File: src/rtl/armstrong_scanner.sv
`default_nettype none
// ============================================================================
// Module      : armstrong_scanner
// Description : Scans an inclusive range of 3-digit values, one candidate per
//               five cycles, and streams out every Armstrong number found.
// Revision    : 1.0 - initial release
// ============================================================================
module armstrong_scanner (
    input  logic       clk,
    input  logic       rst,
    input  logic       start,
    input  logic [9:0] lo,
    input  logic [9:0] hi,
    input  logic       out_ready,
    output logic       out_valid,
    output logic [9:0] out_num,
    output logic       busy,
    output logic       done,
    output logic [3:0] count
);

    localparam logic [2:0] c_ST_IDLE  = 3'd0;
    localparam logic [2:0] c_ST_SPLIT = 3'd1;
    localparam logic [2:0] c_ST_CUBE0 = 3'd2;
    localparam logic [2:0] c_ST_CUBE1 = 3'd3;
    localparam logic [2:0] c_ST_CUBE2 = 3'd4;
    localparam logic [2:0] c_ST_CHECK = 3'd5;
    localparam logic [2:0] c_ST_EMIT  = 3'd6;
    localparam logic [2:0] c_ST_DONE  = 3'd7;

    localparam logic [9:0] c_MAX_VAL   = 10'd999;
    localparam logic [3:0] c_COUNT_MAX = 4'd15;

    logic [2:0]  r_state;
    logic [9:0]  r_cur;
    logic [9:0]  r_hi;
    logic [3:0]  r_d0;
    logic [3:0]  r_d1;
    logic [3:0]  r_d2;
    logic [11:0] r_sum;
    logic [3:0]  r_count;
    logic        r_out_valid;
    logic [9:0]  r_out_num;
    logic        r_busy;
    logic        r_done;

    logic [9:0]  w_hi_clamped;
    logic [3:0]  w_cube_digit;
    logic [9:0]  w_cube_digit_ext;
    logic [9:0]  w_cube;
    logic        w_last;

    assign w_hi_clamped = (hi > c_MAX_VAL) ? c_MAX_VAL : hi;
    assign w_last       = (r_cur == r_hi);

    // Single shared cube unit; the state selects which digit it sees.
    always_comb begin
        w_cube_digit = r_d0;
        case (r_state)
            c_ST_CUBE1: w_cube_digit = r_d1;
            c_ST_CUBE2: w_cube_digit = r_d2;
            default:    w_cube_digit = r_d0;
        endcase
    end

    assign w_cube_digit_ext = {6'd0, w_cube_digit};
    assign w_cube           = w_cube_digit_ext * w_cube_digit_ext * w_cube_digit_ext;

    always_ff @(posedge clk or posedge rst) begin
        if (rst) begin
            r_state     <= c_ST_IDLE;
            r_cur       <= 10'd0;
            r_hi        <= 10'd0;
            r_d0        <= 4'd0;
            r_d1        <= 4'd0;
            r_d2        <= 4'd0;
            r_sum       <= 12'd0;
            r_count     <= 4'd0;
            r_out_valid <= 1'b0;
            r_out_num   <= 10'd0;
            r_busy      <= 1'b0;
            r_done      <= 1'b0;
        end else begin
            r_done <= 1'b0;
            case (r_state)
                c_ST_IDLE: begin
                    if (start) begin
                        r_hi    <= w_hi_clamped;
                        r_cur   <= lo;
                        r_count <= 4'd0;
                        r_busy  <= 1'b1;
                        if (lo > w_hi_clamped) begin
                            r_state <= c_ST_DONE;
                            r_done  <= 1'b1;
                        end else begin
                            r_state <= c_ST_SPLIT;
                        end
                    end
                end
                c_ST_SPLIT: begin
                    r_d0    <= 4'(r_cur % 10'd10);
                    r_d1    <= 4'((r_cur / 10'd10) % 10'd10);
                    r_d2    <= 4'(r_cur / 10'd100);
                    r_sum   <= 12'd0;
                    r_state <= c_ST_CUBE0;
                end
                c_ST_CUBE0: begin
                    r_sum   <= r_sum + {2'b00, w_cube};
                    r_state <= c_ST_CUBE1;
                end
                c_ST_CUBE1: begin
                    r_sum   <= r_sum + {2'b00, w_cube};
                    r_state <= c_ST_CUBE2;
                end
                c_ST_CUBE2: begin
                    r_sum   <= r_sum + {2'b00, w_cube};
                    r_state <= c_ST_CHECK;
                end
                c_ST_CHECK: begin
                    // Full 12-bit compare so sums above 1023 can never alias onto cur.
                    if (r_sum == {2'b00, r_cur}) begin
                        r_state     <= c_ST_EMIT;
                        r_out_valid <= 1'b1;
                        r_out_num   <= r_cur;
                    end else if (w_last) begin
                        r_state <= c_ST_DONE;
                        r_done  <= 1'b1;
                    end else begin
                        r_cur   <= r_cur + 10'd1;
                        r_state <= c_ST_SPLIT;
                    end
                end
                c_ST_EMIT: begin
                    if (out_ready) begin
                        r_out_valid <= 1'b0;
                        if (r_count != c_COUNT_MAX) begin
                            r_count <= r_count + 4'd1;
                        end
                        if (w_last) begin
                            r_state <= c_ST_DONE;
                            r_done  <= 1'b1;
                        end else begin
                            r_cur   <= r_cur + 10'd1;
                            r_state <= c_ST_SPLIT;
                        end
                    end
                end
                c_ST_DONE: begin
                    r_state <= c_ST_IDLE;
                    r_busy  <= 1'b0;
                end
                default: begin
                    r_state <= c_ST_IDLE;
                    r_busy  <= 1'b0;
                end
            endcase
        end
    end

    assign out_valid = r_out_valid;
    assign out_num   = r_out_num;
    assign busy      = r_busy;
    assign done      = r_done;
    assign count     = r_count;

endmodule
`default_nettype wire

File: config.mk
export PLATFORM = sky130hd
export DESIGN_NAME = armstrong_scanner
export DESIGN_NICKNAME = d
export VERILOG_FILES = /design/src/rtl/armstrong_scanner.sv
export SDC_FILE = /design/constraint.sdc
export NUM_CORES = 1
export LEC_CHECK = 0
export BUFFER_PORTS_ARGS = -buffer_cell sky130_fd_sc_hd__clkbuf_2
export CORE_AREA = 2 2 125 114
export CTS_CLUSTER_DIAMETER = 200
export DETAILED_ROUTE_END_ITERATION = 7
export DIE_AREA = 0 0 127 116
export PLACE_DENSITY = 0.67
export SLEW_MARGIN = 15
export SYNTH_ARGS = -nofsm -noshare
export SYNTH_HDL_FRONTEND = slang
export SYNTH_SLANG_ARGS = --single-unit
export TNS_END_PERCENT = 20
File: constraint.sdc
create_clock -name clk -period 8.8 [get_ports clk]
set_input_delay 0.44 -clock clk [delete_from_list [all_inputs] [get_ports clk]]
set_output_delay 0.44 -clock clk [all_outputs]
set_load 0.005 [all_outputs]
==> results of run 1 <==
logic make-up after synthesis:
kind of cell    synth area share
mux                       0.0524
xor+xnor                  0.0665
flops                      0.243
other cells              0.00114
fa+ha+maj                  0.118
buf+inv                   0.0596
compound gates             0.265
simple gates               0.194
state kept, by name, summed over array words and instances (netlist names):
name       count
r_sum         12
out_num       10
r_cur         10
r_hi          10
count          4
r_d0           4
r_d1           4
r_d2           4
r_state        3
busy           1
done           1
out_valid      1
critical path, cell delays in order, from the launching register on:
cell and delay [ns]:
dfrtp_1 0.84, inv_1 0.37, nand2_1 0.38, o32ai_1 0.12, a21o_1 0.24, inv_1 0.20
nand2_1 0.14, nor2_1 0.17, inv_1 0.09, fa_1 0.47, xnor2_1 0.31, nand2_1 0.12
fa_1 0.47, fa_1 0.55, inv_1 0.04, ha_1 0.32, a21oi_1 0.23, xnor2_1 0.17
ha_1 0.30, nor2b_1 0.15, o21a_1 0.19, o21a_1 0.17, o21ai_0 0.16, nand2b_1 0.12
a21oi_1 0.14, o22ai_1 0.09, a21oi_1 0.15
synth_stat cells, types with 12 or more instances:
library cell,instances,area share
nand2_1,84,0.048
nor2_1,70,0.040
dfrtp_1,64,0.24
a21oi_1,55,0.042
inv_1,54,0.031
o21ai_0,53,0.040
ha_1,44,0.084
xnor2_1,33,0.044
clkbuf_1,29,0.017
nand3_1,22,0.017
mux2i_1,21,0.032
xor2_1,17,0.023
a21o_1,15,0.017
nor3_1,15,0.011
mux2_2,12,0.021
nand2b_1,12,0.011
o21a_1,12,0.014
layout make-up:
class / count / area, um^2
fillers: 1231 / 6070
multi-input cells: 658 / 4600
flip-flops and latches: 64 / 1600
repair buffers: 49 / 268
clock buffers: 10 / 239
inverters: 56 / 210
well taps: 168 / 210
clock inverters: 6 / 115
layer usage:
metal,GRT usage,wire length (um),vias up
li1,-,-,2985
met1,0.318,7840,2906
met2,0.395,7890,203
met3,0.0254,855,25
met4,0.0747,289,0
met5,0,0,-
stage by stage:
step	utilization	instance area [um^2]	instances	setup slack, ns	hold slack [ns]
2_1_floorplan	-	6590	821	3.26	0.450
3_3_place_gp	0.517	6880	995	2.44	0.476
3_5_place_dp	0.517	6880	995	2.12	0.480
4_1_cts	0.544	7240	1011	2.08	0.369
5_1_grt	0.544	7240	1011	1.54	0.383
6_report	0.544	7240	1011	2.02	0.324
placed cells by master, fill, tap and decap left out, types with 12 or more instances in the layout:
cell,netlist,layout
nand2_1,84,84
nor2_1,70,70
dfrtp_1,64,64
a21oi_1,55,55
o21ai_0,53,53
inv_1,54,53
ha_1,44,44
clkbuf_2,0,40
xnor2_1,33,33
nand3_1,22,22
mux2i_1,21,21
xor2_1,17,17
nor3_1,15,15
a21o_1,15,15
nand2b_1,12,12
o21a_1,12,12
mux2_2,12,12
final timing paths:
path | from | end | cells after the start
max | r_state[1] | r_sum[10] | 26
min | rst | count[1] | 3
max reg2reg | r_state[1] | r_sum[10] | 26
min reg2reg | r_d1[0] | r_d1[0] | 2
max in group asynchronous | rst | r_cur[4] | 3
min in group clk | lo[0] | r_cur[0] | 3
==> metrics.yaml, run 1 <==
path_class: "reg2reg"
worstPathArrival_ns: 7.03
dominantRegCellSynth: "dfrtp_1"
skew_ns: 0.0104
vias_per_cell: 6.05
seq_area_frac_synth: 0.243
async_flop_share: 1.00
n_antenna_cell: 0
numPortBuffers: 40
end_kind: "flop"
dp_hpwl_um: 12600
wire_per_inst_um: 16.7
cts-root-buf: "clkbuf_16"
slew_headroom: 0.368
syn_area_um2: 6590
holdCritPathClass: "in2async"
cp-start-kind: "flop"
cts_sinks: 64
finalCritPeriodShare: 0.770
syn-num-nets: 899
period_needed_ns: 6.78
post_cts_buffers: 0
vias: 6119
track_usage: 0.234
routed_wl_um: 16900
cts_hold_buf: 0
fin_nets: 916
outcome: "finished, final reports clean"
grt_max_degree: 65
cts_tree: "yes"
r2r_slack_ns: 2.02
synth_edf_count: 0
synth.distinct_cells: 86
syn_area_per_cell_um2: 8.03
place_congestion: 0.865
grt_pass1_wl_um: 28300
maxCapViolCount: 0
drt_iter0_drc: 332
first_pass_iters: 5
row_count: 40
worst_slew_pin_slew_ns: 0.948
h-tree-depth: 3
die_area_um2: 14700
clkSlewWorstSetupHoldPaths_ns: 0.06
grt-ovfl-total: 0
die_y_um: 116
post-route-drc-count: 0
ys_seq_elements: 64
drv_slew: 0
cp_max_fo: 23
critPathRequiredTime_ns: 9.05
cts_resized: 0
start_util: 0.495
grt_pass1_vias: 5810
io_pins: 41
antenna_found_initial: 0
tns_ns: 0
coreArea_um2: 13300
setup_viol: 0
cts_made_buffers: 9
clock_latency_ns: 0.33
synth_cells: 821
drtAntennaViolNets: 0
die_w_um: 127
syn_to_final_growth_pct: 9.87
cts_buffer_depth: 2
ys.warnings.count: 0
layout-drive-gt1-share: 0.126
rsz0062_at_grt: "no"
hold_violations: 0
clock.fmax_ghz: 0.147
Power of run 1 is not shown: default switching activity piles up to over one toggle a cycle in this logic, so the estimate is an artifact.
==> run 2: changes to the inputs <==
--- a/config.mk
+++ b/config.mk
@@ -10,7 +10,7 @@
 export CTS_CLUSTER_DIAMETER = 200
 export DETAILED_ROUTE_END_ITERATION = 7
 export DIE_AREA = 0 0 127 116
-export PLACE_DENSITY = 0.67
+export PLACE_DENSITY = 0.69
 export SLEW_MARGIN = 15
 export SYNTH_ARGS = -nofsm -noshare
 export SYNTH_HDL_FRONTEND = slang
==> constraint.sdc (replaced) <==
create_clock -name clk -period 5.7 [get_ports clk]
set_input_delay 0.285 -clock clk [delete_from_list [all_inputs] [get_ports clk]]
set_output_delay 0.285 -clock clk [all_outputs]
set_load 0.005 [all_outputs]
==> metrics.yaml, run 2 (same netlist as run 1, synthesis figures left out) <==
outcome: "finished, final reports clean"  # unchanged
max_stage_delay_ns: 0.55  # was 0.84 ns
r2r_slack_ns: 0.29  # was 2.02 ns
r2r_end: "r_sum[9]"  # was r_sum[10]
cts_buffer_depth: 2  # unchanged
io_pins: 41  # unchanged
cp_max_fo: 5  # was 23
track_usage: 0.237  # was 0.234
maxCapViolCount: 0  # unchanged
antenna_found_initial: 0  # unchanged
cp_slowest_cell: "fa_1"  # was dfrtp_1
most-common-layout-cells: "nand2_1, nor2_1, dfrtp_1, o21ai_0, inv_1"  # was nand2_1, nor2_1, dfrtp_1, a21oi_1
top_register: "r_sum"  # unchanged
path_class: "reg2reg"  # unchanged
seq_area_um2: 1600  # unchanged
fin_nets: 943  # was 916
rsz0062_at_grt: "yes"  # was no
utilization: 0.568  # was 0.544
critPathRequiredTime_ns: 5.95  # was 9.05 ns
drv_slew: 0  # unchanged
cp-start-kind: "flop"  # unchanged
r2r_start: "r_state[2]"  # was r_state[1]
drtAntennaViolNets: 0  # unchanged
num-fill-cells: 1213  # was 1231
die_area_um2: 14700  # unchanged
n_antenna_cell: 0  # unchanged
skew_ns: 0.0109  # was 0.0104 ns
clock_latency_ns: 0.34  # was 0.33 ns
cts_tree: "yes"  # unchanged
cts_made_buffers: 9  # unchanged
period_needed_ns: 5.41  # was 6.78 ns
grt_pass1_wl_um: 28600  # was 28300 um
vias_per_cell: 5.88  # was 6.05
multiInputGateArea_um2: 4710  # was 4600 um^2
layout-drive-gt1-share: 0.178  # was 0.126
grt_max_degree: 65  # unchanged
h-tree-depth: 3  # unchanged
dp_hpwl_um: 12500  # was 12600 um
numPortBuffers: 40  # unchanged
whs_ns: 0.158  # was 0.324 ns
cts_sinks: 64  # unchanged
die_y_um: 116  # unchanged
start_util: 0.495  # unchanged
slew_headroom: 0.449  # was 0.368
vias: 6108  # was 6119
die_w_um: 127  # unchanged
grt_pass1_vias: 5808  # was 5810
place_congestion: 0.887  # was 0.865
crit_path_frequent_cell: "o21a_1"  # was inv_1
holdCritPathClass: "in2async"  # unchanged
final_common_cell: "nand2_1"  # unchanged
post-route-drc-count: 0  # unchanged
grt-ovfl-total: 0  # unchanged
clock.fmax_ghz: 0.185  # was 0.147 GHz
cts_hold_buf: 0  # unchanged
worstPathArrival_ns: 5.66  # was 7.03 ns
routed_wl_um: 17100  # was 16900 um
crit_family: "adder cells"  # unchanged
drt_iter0_drc: 539  # was 332
end_kind: "flop"  # unchanged
hold_violations: 0  # unchanged
wire_per_inst_um: 16.4  # was 16.7 um
coreArea_um2: 13300  # unchanged
row_count: 40  # unchanged
syn_to_final_growth_pct: 14.7  # was 9.87%
first_pass_iters: 5  # unchanged
setup_viol: 0  # unchanged
clkSlewWorstSetupHoldPaths_ns: 0.06  # about the same
reg2reg_depth: 26  # unchanged
cts-root-buf: "clkbuf_16"  # unchanged
largest_reg_flops: 12  # unchanged
worst_slew_pin_slew_ns: 0.824  # was 0.948 ns
finalCritPeriodShare: 0.949  # was 0.770
crit_buf_inv: 4  # unchanged
-- run 2: worst max path at each step --
| stage | from | to | slack, ns | depth (start not counted) |
|---|---|---|---|---|
| after floorplan | r_state[0] | r_sum[11] | 0.16 | 26 |
| after global placement | r_state[0] | r_sum[11] | 0.23 | 26 |
| after detailed placement | r_state[2] | r_sum[10] | 0.14 | 26 |
| after CTS | r_state[2] | r_sum[11] | 0.09 | 26 |
| after global routing | r_state[2] | r_sum[9] | -0.08 | 26 |
| final | r_state[2] | r_sum[9] | 0.29 | 26 |
-- run 2: final cells by class --
class	instances	area share
tap	168	0.0278
clock inverter	7	0.0166
sequential	64	0.212
clock buffer	9	0.0298
multi-input combinational	658	0.624
timing repair buffer	76	0.0623
inverter	56	0.0278
-- run 2: what timing repair did --
item                       CTS  global route
buffers inserted             0             4
gates resized for setup      0            25
setup endpoints to repair    0             7
-- run 2: worst min-delay path, stage by stage --
cell	delay, ns
clkbuf_2	0.08
inv_2	0.03
buf_4	0.62
-- run 2: per-stage QoR --
stage	TNS, ns	setup slack (ns)	area (um^2)	std cells
3_5_place_dp	0	0.139	7060	1018
5_1_grt	-0.171	-0.0778	7560	1038
4_1_cts	0	0.0885	7410	1034
6_report	0	0.292	7560	1038
3_3_place_gp	0	0.229	7060	1018
2_1_floorplan	0	0.163	6590	821
-- run 2: per-layer routing --
layer,vias to the layer above,wire (um),GRT usage
met5,-,0,0
met4,0,365,0.0667
met3,26,768,0.0323
met2,167,7660,0.385
met1,2860,8270,0.334
li1,3055,-,-
Power of run 2 is left out for the same reason.
